--- src/rtl/uart_frame_parser.sv ---
// Frame parser behind uart_rcvr_top: SOF, LEN, payload[LEN], CSUM with length/checksum/timeout checks.
// Define UART_FRAME_PARSER_STATS_EN to add saturating ok_count/err_count outputs.
module uart_frame_parser #(
  parameter int               WIDTH    = 8,
  parameter logic [WIDTH-1:0] SOF_BYTE = 8'hA5,
  parameter int               MAX_LEN  = 32,
  parameter int               TIMEOUT  = 8192
) (
  input  logic             clk,
  input  logic             reset,
  input  logic [WIDTH-1:0] r_data,
  input  logic             rx_fifo_empty,
  output logic             rd_uart,
  output logic [WIDTH-1:0] out_data,
  output logic             out_valid,
  input  logic             out_ready,
  output logic             frame_ok,
  output logic             frame_err,
  output logic [1:0]       err_code
`ifdef UART_FRAME_PARSER_STATS_EN
  ,
  output logic [15:0]      ok_count,
  output logic [15:0]      err_count
`endif
);

  localparam int TW = $clog2(TIMEOUT + 1);

  typedef enum logic [1:0] {HUNT, LEN, PAYLOAD, CSUM} state_t;

  state_t           state;
  logic [WIDTH-1:0] remaining;
  logic [7:0]       sum;
  logic [TW-1:0]    idle_cnt;

  logic stalled;
  logic accept;
  logic len_bad;
  logic idle_hold;
  logic timed_out;

  // A payload byte may only be popped once the output register is free or being drained.
  assign stalled   = out_valid && !out_ready;
  assign accept    = (state != PAYLOAD) || !stalled;
  assign rd_uart   = !rx_fifo_empty && accept;
  assign len_bad   = (r_data == '0) || (r_data > WIDTH'(MAX_LEN));
  assign idle_hold = (state == PAYLOAD) && stalled;
  assign timed_out = (state != HUNT) && !rd_uart && !idle_hold &&
                     (idle_cnt == TW'(TIMEOUT - 1));

  always_ff @(posedge clk or negedge reset) begin
    if (!reset) begin
      state     <= HUNT;
      remaining <= '0;
      sum       <= '0;
      idle_cnt  <= '0;
      out_data  <= '0;
      out_valid <= 1'b0;
      frame_ok  <= 1'b0;
      frame_err <= 1'b0;
      err_code  <= 2'd0;
    end else begin
      frame_ok  <= 1'b0;
      frame_err <= 1'b0;

      if (out_valid && out_ready)
        out_valid <= 1'b0;

      if (state == HUNT || rd_uart)
        idle_cnt <= '0;
      else if (!idle_hold)
        idle_cnt <= idle_cnt + 1'b1;

      if (timed_out) begin
        frame_err <= 1'b1;
        err_code  <= 2'd3;
        state     <= HUNT;
        idle_cnt  <= '0;
      end else if (rd_uart) begin
        case (state)
          HUNT: begin
            if (r_data == SOF_BYTE)
              state <= LEN;
          end
          LEN: begin
            if (len_bad) begin
              frame_err <= 1'b1;
              err_code  <= 2'd1;
              state     <= HUNT;
            end else begin
              remaining <= r_data;
              sum       <= r_data[7:0];
              state     <= PAYLOAD;
            end
          end
          PAYLOAD: begin
            out_data  <= r_data;
            out_valid <= 1'b1;
            sum       <= sum + r_data[7:0];
            remaining <= remaining - 1'b1;
            if (remaining == WIDTH'(1))
              state <= CSUM;
          end
          CSUM: begin
            if (r_data[7:0] == sum) begin
              frame_ok <= 1'b1;
            end else begin
              frame_err <= 1'b1;
              err_code  <= 2'd2;
            end
            state <= HUNT;
          end
          default: state <= HUNT;
        endcase
      end
    end
  end

`ifdef UART_FRAME_PARSER_STATS_EN
  always_ff @(posedge clk or negedge reset) begin
    if (!reset) begin
      ok_count  <= 16'd0;
      err_count <= 16'd0;
    end else begin
      if (frame_ok && ok_count != 16'hFFFF)
        ok_count <= ok_count + 16'd1;
      if (frame_err && err_count != 16'hFFFF)
        err_count <= err_count + 16'd1;
    end
  end
`endif

endmodule

--- config.mk ---
export PLATFORM = sky130hd
export DESIGN_NAME = uart_frame_parser
export DESIGN_NICKNAME = d
export VERILOG_FILES = /design/src/rtl/uart_frame_parser.sv
export SDC_FILE = /design/constraint.sdc
export NUM_CORES = 1
export LEC_CHECK = 0
export ABC_AREA = 1
export CAP_MARGIN = 20
export CORE_MARGIN = 2
export CORE_UTILIZATION = 55
export DETAILED_ROUTE_END_ITERATION = 8
export PLACE_DENSITY = 0.84
export RECOVER_POWER = 100
export SLEW_MARGIN = 15
export SYNTH_ARGS = -nofsm -noshare
export SYNTH_HDL_FRONTEND = slang
export SYNTH_SLANG_ARGS = --single-unit
--- constraint.sdc ---
create_clock -name clk -period 1.8 [get_ports clk]
set_input_delay 0.27 -clock clk [delete_from_list [all_inputs] [get_ports clk]]
set_output_delay 0.27 -clock clk [all_outputs]
set_load 0.05 [all_outputs]
* After elaboration in Yosys (flattened, before gate mapping)
Index checks and enable logic that the tools add are counted.
** Storage, ports and cells
- Register bits :: 45
- Bits in latches :: 0
- RAM bits :: 0
- Memory bits (read-only) :: 0
- Input bits :: 12
- Output and inout bits :: 14
- Word-level logic and storage cells :: 83
- Memories kept :: 0
** Operators by class
- Add/subtract/negate cells :: 3
- Multipliers :: 0
- Divide/modulo/power cells :: 0
- $lt $le $gt $ge :: 1
- Equal/unequal tests :: 14
- Shift operators :: 0
- Muxes and demuxes :: 30
- Bitwise gates (word level) :: 1
- Reduce and logical (&&, ||, !) cells :: 25
** Operator list (number)
- $mux W14 :: 3
- $pmux W8 S2 :: 2
- $mux W2 :: 9
- $add A14 B1 Y14 const B :: 1
- $eq A14 B13 Y1 const B :: 1
- $mux W1 :: 12
- $add A8 B8 Y8 :: 1
- $eq A8 B1 Y1 const B :: 1
- $eq A8 B8 Y1 :: 1
- $eq A8 B8 Y1 const B :: 1
- $gt A8 B6 Y1 const B :: 1
- $logic_not A8 Y1 :: 1
- $mux W8 :: 1
- $pmux W2 S4 :: 1
- $reduce_and A4 Y1 :: 2
- $sub A8 B1 Y8 const B :: 1
- $logic_and A1 B1 Y1 :: 7
- $ne A3 B2 Y1 const B :: 2
- $ne A3 B3 Y1 const B :: 2
- $reduce_and A3 Y1 :: 2
- $reduce_bool A2 Y1 :: 3
- $logic_not A1 Y1 :: 5
- $eq A2 B2 Y1 const B :: 2
- $ne A2 B2 Y1 const B :: 2
- other kinds (8) :: 10

* Depth between registers and ports, before layout
- Depth in word-level cells :: 11
- Gate-level depth with buffers :: 11
- Gate-level depth less buffers :: 11

* Least setup slack after synthesis
OpenSTA, ideal clock, no wires.
- Path type :: register to register
- Start point :: register out_valid
- End point :: register remaining[2]
- Library setup time :: 0.122 ns
- Arrival :: 1.526 ns
- Required time :: 1.678 ns
- Setup slack :: 0.153 ns
- Stages on the path, launching flop included :: 9
- Clock period less this slack :: 1.647 ns
- Cell sequence :: dfrtp_1 -> nand2_1 -> nor2_4 -> nor2_8 -> nand4_2 -> nand2_4 -> buf_6 -> nand2_1 -> o21ai_1
** Between the ends
- Word-level cells in the longest chain between the ends :: 10
- Elaborated cells between the ends (all ways) :: 12
** RTL lines
- from (decl) :: RTL line 15 : output logic out_valid,
- from (signal assigned) :: RTL line 58 : out_valid <= 1'b0;
- from (signal assigned) :: RTL line 67 : out_valid <= 1'b0;
- from (signal assigned) :: RTL line 98 : out_valid <= 1'b1;
- $logic_and A1 B1 Y1 (*) :: RTL line 43 : assign stalled = out_valid && !out_ready;
- $logic_not A1 Y1 (*) :: RTL line 44 : assign accept = (state != PAYLOAD) || !stalled;
- $logic_or A1 B1 Y1 (*) :: RTL line 44
- $logic_and A1 B1 Y1 (*) :: RTL line 45 : assign rd_uart = !rx_fifo_empty && accept;
- via rd_uart :: RTL line 13 : output logic rd_uart,
- $logic_not A1 Y1 :: RTL line 48 : assign timed_out = (state != HUNT) && !rd_uart && !idle_hold &&
- $logic_and A1 B1 Y1 (3 in series) :: RTL line 48
- $not A1 Y1 (no source line)
- $reduce_and A4 Y1 (no source line) (*)
- to (signal assigned) :: RTL line 91 : remaining <= r_data;
- to (signal assigned) :: RTL line 100 : remaining <= remaining - 1'b1;
- to (decl) :: RTL line 32 : logic [WIDTH-1:0] remaining;
Mark *: on every way through the listed nets, which the timed path passes. The rest lies on a longest branch.
A chain may end at the register's enable or synchronous reset.

* Final worst setup path
- Start point :: register out_data[3]
- End point :: output port out_data[3]
** RTL lines
- from (decl) :: RTL line 14 : output logic [WIDTH-1:0] out_data,
- from (signal assigned) :: RTL line 97 : out_data <= r_data;
No word-level cell between the ends.

==> flow_metrics.env <==
export IMPL_status="finished, final reports clean"
export IMPL_cts_root_buf="clkbuf_8"
export IMPL_min_period_over_period_pct=96.50
export IMPL_drt_iter0_markers=169
export IMPL_clkLatencyLatePin_ns=0.30
export IMPL_worst_slew_pin_slew_ns=1.095
export IMPL_layout_common_cells="128 x nand2_1, 43 x inv_1, 43 x dfrtp_1"
export IMPL_cp_end_kind="primary output"
export IMPL_max_freq_mhz=575.7
export IMPL_numCtsBuffers=5
export IMPL_synth_top_family_by_area="simple AND/OR/NAND/NOR gates"
export IMPL_cts_htree_levels=2
export IMPL_synth_xor_area_share_pct=1.853
export IMPL_cp_arrival_ns=1.47
export IMPL_vias_per_cell=5.359
export IMPL_start_kind="flip-flop"
export IMPL_grt_usage_pct=23.57
export IMPL_slew_violations=0
export IMPL_synthCells=387
export IMPL_antenna_found_initial=0
export IMPL_clk_pin_slew_worst_paths_ns=0.08
export IMPL_criticalPathCategory="flip-flop to primary output"
export IMPL_crit_path_top_delay_cell="clkdlybuf4s50_1"
export IMPL_cts_tree="done"
export IMPL_skew_ns=0.004013
export IMPL_min_path_type="input pin to async pin"
export IMPL_tns_ns=0
export IMPL_yosys_area_share_simple_pct=33.63
export IMPL_final_common_cell="nand2_1"
export IMPL_grt_pass1_vias=2348
export IMPL_required_ns=1.53
export IMPL_synth_area_leaders="dfrtp_1 40%, nand2_1 17%, inv_1 5.8%, nand3_1 5.3%, o21ai_0 5.1%"
export IMPL_synth_compound_area_share_pct=11.21
export IMPL_ios=26
export IMPL_overflow=0
export IMPL_drc=0
export IMPL_drive_gt1_share_pct=14.19
export IMPL_firstDrtPassIters=5
export IMPL_rsz0062_at_grt="false"
export IMPL_cts_num_sinks=45
export IMPL_cpPeakStageDelay_ns=0.80
export IMPL_place_congestion=0.8968
export IMPL_area_delta_synth_final_pct=21.58
export IMPL_yosysWarningCount=0
export IMPL_clockBufferDepth=2
export IMPL_antenna_cells=0
export IMPL_fin_nets=459
export IMPL_cap_violations=0
export IMPL_hold_viol_final=0
export IMPL_setup_violations=0
export IMPL_grt_pass1_wl_um=10340
export IMPL_grt_max_degree=46
export IMPL_wl_per_cell_um=12.86
export IMPL_critical_path_max_fanout=2
export IMPL_min_period_ns=1.737
export IMPL_syn_nets=410
export IMPL_dp_hpwl_um=4893
export IMPL_power_density_mw_per_mm2=1350
export IMPL_ir_drop_mv=0.6702
export IMPL_num_vias=2717
export IMPL_initial_core_util_pct=56.23
export IMPL_path_buf_inv=1
export IMPL_die_w_um=75.80
export IMPL_synth_top_cell_by_area="dfrtp_1"
export IMPL_synth_mux_area_share_pct=0
export IMPL_core_area_mm2=0.005042
export IMPL_fp_dieH_um=75.80
export IMPL_hold_slack_ns=0.2484
export IMPL_synth_top_area_share_pct=39.72
export IMPL_ant_nets=0
export IMPL_die_area_mm2=0.005745
export IMPL_cp_top_family="buffers and inverters"
export IMPL_cp_cell_sequence="clkdlybuf4s50_1"
export IMPL_ys_seq_elements=45
export IMPL_wirelength_um=6522
export IMPL_synthAdderAreaFrac_pct=5.119
export IMPL_maxSlewHeadroom_pct=27.01
export IMPL_n_fill_cell=410
export IMPL_leakage_nw=1.709
export IMPL_rows=26
export IMPL_synth_area_per_cell_um2=7.326
export IMPL_ys_seq_area_share_pct=39.72
export IMPL_io_buffers=25
export IMPL_synth_distinct_cells=34
export IMPL_synth_area_mm2=0.002835
power by group:
| part | switching, mW | leakage [nW] | total, mW | internal, mW |
|---|---|---|---|---|
| registers | 0.232 | 0.582 | 1.57 | 1.34 |
| logic | 1.55 | 1.08 | 2.42 | 0.871 |
| clock network | 0.348 | 0.0512 | 0.660 | 0.311 |
layout make-up:
| cell class | count | area [um^2] | area share, % |
|---|---|---|---|
| tap | 70 | 87.58 | 2.541 |
| clock inverter | 2 | 13.76 | 0.3993 |
| inverter | 49 | 186.4 | 5.408 |
| timing repair buffer | 49 | 426.7 | 12.38 |
| clock buffer | 6 | 82.58 | 2.396 |
| sequential | 45 | 1129 | 32.74 |
| multi-input combinational | 286 | 1521 | 44.14 |
synthesized netlist by cell type (all sizes together):
| library cell | n |
|---|---|
| inv | 49 |
| nor2 | 31 |
| o31ai | 2 |
| nand2 | 134 |
| nand3 | 31 |
| clkbuf | 2 |
| a22o | 1 |
| xnor2 | 1 |
| a21oi | 10 |
| xor2 | 5 |
| a21o | 1 |
| nor3 | 2 |
| buf | 5 |
| dfrtp | 45 |
| nand3b | 1 |
| o22ai | 1 |
| o211ai | 1 |
| nand4 | 10 |
| o21a | 1 |
| o21ai | 43 |
| ha | 10 |
| fa | 1 |
layer usage:
metal | track usage, % | wire [um] | up-vias
met2 | 38.41 | 3152 | 96
met3 | 3.307 | 431 | 4
li1 | - | - | 1347
met4 | 5.263 | 52 | 0
met1 | 33.42 | 2886 | 1270
met5 | 0 | 0 | -
state kept, by name, indices dropped and copies added (netlist names):
register   flops
sum            8
state          2
frame_ok       1
out_valid      1
idle_cnt      14
remaining      8
out_data       8
err_code       2
frame_err      1
path summary, 6_finish.rpt:
| path | endpoint | slack [ns] | from | cells after the start |
|---|---|---|---|---|
| max | out_data[3] | 0.06 | out_data[3] | 1 |
| min | out_data[3] | 0.25 | reset | 2 |
| max reg2reg | idle_cnt[9] | 0.13 | idle_cnt[0] | 10 |
| min reg2reg | err_code[0] | 0.48 | err_code[0] | 2 |
| max in group asynchronous | state[0] | 0.80 | reset | 2 |
| min in group clk | err_code[0] | 0.48 | err_code[0] | 2 |
per-stage QoR:
stage	instance area (um^2)	cells	power (mW)	util, %	setup WS, ns
after floorplan	2835	387	3.228	-	0.1525
after global placement	3279	496	3.824	65.04	-0.2015
after detailed placement	3279	496	3.902	65.04	-0.2537
after CTS	3385	505	4.574	67.12	0.006577
after global routing	3447	507	5.012	68.36	0.003751
final	3447	507	4.654	68.36	0.06298
logic make-up after synthesis:
group	after synthesis
adder cells (fa/ha/maj)	11
buffers and inverters	56
XOR/XNOR	6
AO/OA/AOI/OAI	60
AND/OR/NAND/NOR	209
flip-flops	45
timing repair:
action | in CTS | in global routing
buffers inserted | 1 | 2
pin swaps | 1 | 4
hold endpoints to repair | 0 | 0
hold buffers | 0 | 0
cloned | 0 | 0
gates resized for setup | 1 | 15
setup endpoints to repair | 1 | 18
Power figures use the tool's default switching activity.
